File: config.mk
export PLATFORM = sky130hd
export DESIGN_NAME = fetch_queue
export DESIGN_NICKNAME = d
export VERILOG_FILES = /design/src/rtl/fetch_queue.sv
export SDC_FILE = /design/constraint.sdc
export NUM_CORES = 1
export LEC_CHECK = 0
export ABC_AREA = 1
export CAP_MARGIN = 20
export CORE_MARGIN = 2
export CORE_UTILIZATION = 35
export CTS_BUF_LIST = sky130_fd_sc_hd__clkbuf_4
export CTS_CLUSTER_SIZE = 30
export DETAILED_ROUTE_END_ITERATION = 8
export PLACE_DENSITY_LB_ADDON = 0.2
export SLEW_MARGIN = 20
export SYNTH_ARGS = -nofsm -noshare
export SYNTH_HDL_FRONTEND = slang
export SYNTH_SLANG_ARGS = --single-unit
File: constraint.sdc
create_clock -name clk -period 3.1 [get_ports clk]
set_input_delay 0.62 -clock clk [delete_from_list [all_inputs] [get_ports clk]]
set_output_delay 0.62 -clock clk [all_outputs]
set_load 0.01 [all_outputs]
File: src/rtl/fetch_queue.sv
// Fetch stage: free-running PC issuing reads to a one-cycle-latency instruction
// memory, with returned instructions (and their PC+1) buffered in a DEPTH-entry FIFO.
module fetch_queue #(
    parameter int                ADDR_W   = 16,
    parameter int                INSTR_W  = 16,
    parameter int                DEPTH    = 4,
    parameter logic [ADDR_W-1:0] RESET_PC = '0
) (
    input  logic                         clk,
    input  logic                         rst,
    input  logic                         stall,
    input  logic                         redirect,
    input  logic [ADDR_W-1:0]            redirect_pc,
    output logic                         imem_req,
    output logic [ADDR_W-1:0]            imem_addr,
    input  logic [INSTR_W-1:0]           imem_rdata,
    output logic                         instr_valid,
    output logic [INSTR_W-1:0]           instr,
    output logic [ADDR_W-1:0]            next_pc,
    output logic [$clog2(DEPTH+1)-1:0]   occupancy
);

    localparam int OCC_W = $clog2(DEPTH + 1);
    localparam int PTR_W = $clog2(DEPTH);

    logic [ADDR_W-1:0]  pc;
    logic               inflight;
    logic [ADDR_W-1:0]  inflight_npc;
    logic [ADDR_W-1:0]  issue_npc;

    logic [INSTR_W-1:0] q_instr [DEPTH];
    logic [ADDR_W-1:0]  q_npc   [DEPTH];
    logic [PTR_W-1:0]   rd_ptr;
    logic [PTR_W-1:0]   wr_ptr;
    logic [OCC_W-1:0]   count;
    logic [OCC_W:0]     credit_used;
    logic               push;
    logic               pop;

    function automatic logic [PTR_W-1:0] ptr_inc(input logic [PTR_W-1:0] p);
        return (p == PTR_W'(DEPTH - 1)) ? '0 : p + PTR_W'(1);
    endfunction

    // Credits count both stored entries and the return still in flight, so a
    // push can never land on a full FIFO; a same-cycle pop frees nothing yet.
    always_comb begin
        credit_used = {1'b0, count} + (OCC_W + 1)'(inflight);
        imem_req    = 1'b0;
        imem_addr   = pc;
        if (rst) begin
            imem_req = 1'b0;
        end else if (redirect) begin
            imem_req  = 1'b1;
            imem_addr = redirect_pc;
        end else begin
            imem_req = credit_used < (OCC_W + 1)'(DEPTH);
        end
        issue_npc = imem_addr + ADDR_W'(1);
        push      = inflight && !redirect && !rst;
        pop       = (count != '0) && !stall && !redirect && !rst;
    end

    always_ff @(posedge clk) begin
        if (rst) begin
            pc           <= RESET_PC;
            inflight     <= 1'b0;
            inflight_npc <= '0;
            rd_ptr       <= '0;
            wr_ptr       <= '0;
            count        <= '0;
        end else begin
            inflight <= imem_req;
            if (imem_req) begin
                pc           <= issue_npc;
                inflight_npc <= issue_npc;
            end
            if (redirect) begin
                rd_ptr <= '0;
                wr_ptr <= '0;
                count  <= '0;
            end else begin
                if (push) wr_ptr <= ptr_inc(wr_ptr);
                if (pop)  rd_ptr <= ptr_inc(rd_ptr);
                if (push && !pop)      count <= count + OCC_W'(1);
                else if (pop && !push) count <= count - OCC_W'(1);
            end
        end
    end

    always_ff @(posedge clk) begin
        if (push) begin
            q_instr[wr_ptr] <= imem_rdata;
            q_npc[wr_ptr]   <= inflight_npc;
        end
    end

    assign instr_valid = (count != '0);
    assign instr       = q_instr[rd_ptr];
    assign next_pc     = q_npc[rd_ptr];
    assign occupancy   = count;

endmodule

==> metrics.md, run 1 <==
| Metric | Value |
|---|---|
| Main area contributors after synthesis | `edfxtp_1 (59%), dfxtp_1 (7.9%), o21ai_0 (6.3%), nand2_1 (6.0%), nor2_1 (5.1%)` |
| Largest net degree at the start of global routing | `65` |
| Final ANT Viol Nets | `0` |
| PortBufs | `88` |
| Pre-CTS WS | `0.0466 ns` |
| Vias per inst | `4.90` |
| CTS Root Cell | `clkbuf_4` |
| Vias in the first global route | `4700` |
| Final nets | `768` |
| Worst min path class | `flip-flop to flip-flop` |
| Endpoints failing setup | `0` |
| Setup TNS | `0 ns` |
| Leak | `3.07 nW` |
| Total CTS buffers | `17` |
| Critical Path, Cell by Cell | `clkdlybuf4s50_1, inv_2, buf_4, nand3b_1, nand2_1, inv_1, clkdlybuf4s50_1` |
| Ys Warns | `0` |
| Row count | `50` |
| CP Class | `primary input to primary output` |
| Max-cap violations | `0` |
| Drc violations | `0` |
| Fin. Hold Viols | `0` |
| Grt ovf | `0` |
| Biggest area consumer among synthesized cells | `edfxtp_1` |
| Final Max Tran Viols | `0` |
| Crit path buf inv count | `5` |
| Global placer's final weighted congestion | `0.864` |
| Routed vias | `4760` |
| CP endpoint kind | `primary output` |
| Headroom to the max-slew limit | `75.3%` |
| Final Cycle Share | `96.0%` |
| RSZ-0062 raised after global routing | `false` |
| Clock latency on the worst-skew pair | `0.54 ns` |
| Post-synth EDFFs | `128` |
| Post-synth top area share | `58.5%` |
| Total core area | `18600 um^2` |
| Final WL | `15.0 mm` |
| Post-Syn Area | `6570 um^2` |
| Clk_skew | `0.0190 ns` |
| Power, Total | `3.80 mW` |
| Starting density of the core | `35.3%` |
| WHS | `0.505 ns` |
| Max clock buf depth | `2` |
| Most instantiated cells after synthesis | `edfxtp_1 (128), nand2_1 (105), nor2_1 (90)` |
| Die area | `19900 um^2` |
| All-Layer GR Usage | `15.9%` |
| Final setup margin | `0.124 ns` |
| Seq/Total Area, Yosys | `66.5%` |
| First-pass GRT wire length | `24.4 mm` |
| Critical path launch point type | `primary input` |
| Chip height | `141 um` |
| Power Dens Cells | `469 nW/um^2` |
| Crit path largest cell delay | `0.57 ns` |
| Ys async rst share | `0%` |
| CP delay by family, top | `buffers and inverters` |
| Status | `complete, no violations` |
| Post-Syn Instances | `628` |
| Clock slew at reported path FFs | `0.12 ns` |
| Initial antenna violation count | `0` |
| CTS HTree Levels | `4` |
| Num ports | `89` |
| Most used DFF post-synth | `edfxtp_1` |
| DR WL/cell | `15.5 um` |
| Clock sinks | `154` |
| WP data arrival | `2.36 ns` |
| Worst slew pin tran | `0.371 ns` |
| CP max-delay cell | `clkdlybuf4s50_1` |
| Max FO, Critical Path | `15` |
| First-pass detailed-route iteration total | `5` |
| Tmin final | `2.98 ns` |
| Critical Path RT | `2.48 ns` |
| CTS tree | `yes` |
| N_diodes | `0` |
| FF+latch count, synth | `154` |
| Die W | `141 um` |
| Mean Syn Cell Area | `10.5 um^2` |
| Area grow syn2layout | `23.5%` |
| Fraction of layout cells with a size suffix above 1 | `8.41%` |
| Most frequent CP cell | `clkdlybuf4s50_1` |
| Fmax | `0.336 GHz` |
| Syn Nets | `672` |
| Yosys cell types | `31` |
| Most common cell in the netlist | `edfxtp_1` |
| Iteration-0 DRC Markers | `275` |
| VDD IR max | `0.230 mV` |
| Estimated wirelength of the detail-placed design | `9.66 mm` |
-- cell usage in the layout (no fill, tap or decap), drive strengths merged --
master | synthesis | routed
a211oi | 1 | 1
a21oi | 9 | 9
a31oi | 1 | 1
buf | 8 | 18
bufinv | 0 | 1
clkbuf | 21 | 18
clkdlybuf4s50 | 0 | 87
clkinv | 1 | 12
clkinvlp | 0 | 2
dfxtp | 26 | 26
dlymetal6s2s | 0 | 1
edfxtp | 128 | 128
fa | 1 | 1
ha | 7 | 7
inv | 57 | 57
nand2 | 106 | 106
nand3 | 38 | 38
nand3b | 3 | 3
nand4 | 4 | 4
nor2 | 93 | 93
o211ai | 1 | 1
o21ai | 83 | 83
o21bai | 2 | 2
o22ai | 32 | 32
or2 | 1 | 1
or3 | 1 | 1
xnor2 | 1 | 1
xor2 | 3 | 3
-- what timing repair did --
item                                    CTS  global route
buffers inserted                          0             0
cloned                                    0             0
endpoints found under the setup margin   32            11
resized for setup                         3             5
pin swaps                                 0             0
hold buffers                              0             0
-- metal layers --
layer | GRT usage [%] | up-vias | wire, um
met5 | 0 | - | 0
met4 | 4.53 | 0 | 191
met3 | 4.11 | 17 | 740
met2 | 26.9 | 134 | 7060
met1 | 20.4 | 2243 | 7010
li1 | - | 2366 | -
-- worst min-delay path, stage by stage, from the launching register on --
cell     delay [ns]
dfxtp_1        0.35
nand2_1        0.06
a21oi_1        0.07
-- worst paths after layout --
kind / slack, ns / cells past startpoint / endpoint / from
hold / removal: 0.50 / 2 / flip-flop / rd_ptr[0]
hold reg to reg: 0.50 / 2 / flip-flop / rd_ptr[0]
setup reg to reg: 1.21 / 10 / occupancy[2] / occupancy[1]
setup / recovery: 0.12 / 7 / imem_addr[14] / rst
-- stage by stage --
stage | utilization [%] | area [um^2] | std cells
CTS | 43.5 | 8090 | 971
detailed placement | 42.2 | 7840 | 939
global route | 43.6 | 8110 | 971
floorplan | - | 6570 | 628
finish | 43.6 | 8110 | 971
global placement | 42.2 | 7840 | 939
-- cell families after synthesis --
group | share of synthesized area [%]
XOR/XNOR | 0.534
flip-flops | 66.5
AO/OA/AOI/OAI | 10.6
AND/OR/NAND/NOR | 15.5
buffers and inverters | 5.26
adder cells (fa/ha/maj) | 1.64
-- report_power, final --
part | internal, mW | switching, mW
Clock | 0.394 | 0.661
Sequential | 2.30 | 0.0451
Combinational | 0.188 | 0.214
Total | 2.88 | 0.921
-- flip-flops by register name (all words and copies together) (netlist names), named ones only --
| name | count |
|---|---|
| q_npc | 64 |
| inflight_npc | 16 |
| wr_ptr | 2 |
| occupancy | 3 |
| rd_ptr | 2 |
| inflight | 1 |
| q_instr | 64 |
-- layout make-up --
type                            instances  area [um^2]
Clock inverter                         14          108
Sequential cell                       154         4370
Clock buffer                           18          135
Inverter                               58          219
Timing Repair Buffer                  106         1090
Fill cell                            1749        10500
Multi-Input combinational cell        387         1900
Tap cell                              234          293
(Power assumes the default switching activity.)
==> inputs of run 2 (changes only) <==
--- a/config.mk
+++ b/config.mk
@@ -13,7 +13,7 @@
 export CTS_CLUSTER_SIZE = 30
 export DETAILED_ROUTE_END_ITERATION = 8
 export PLACE_DENSITY_LB_ADDON = 0.2
-export SLEW_MARGIN = 20
 export SYNTH_ARGS = -nofsm -noshare
 export SYNTH_HDL_FRONTEND = slang
 export SYNTH_SLANG_ARGS = --single-unit
+export TNS_END_PERCENT = 10
==> results of run 2 <==
Final layout, timing and power as in run 1 (identical DEF).
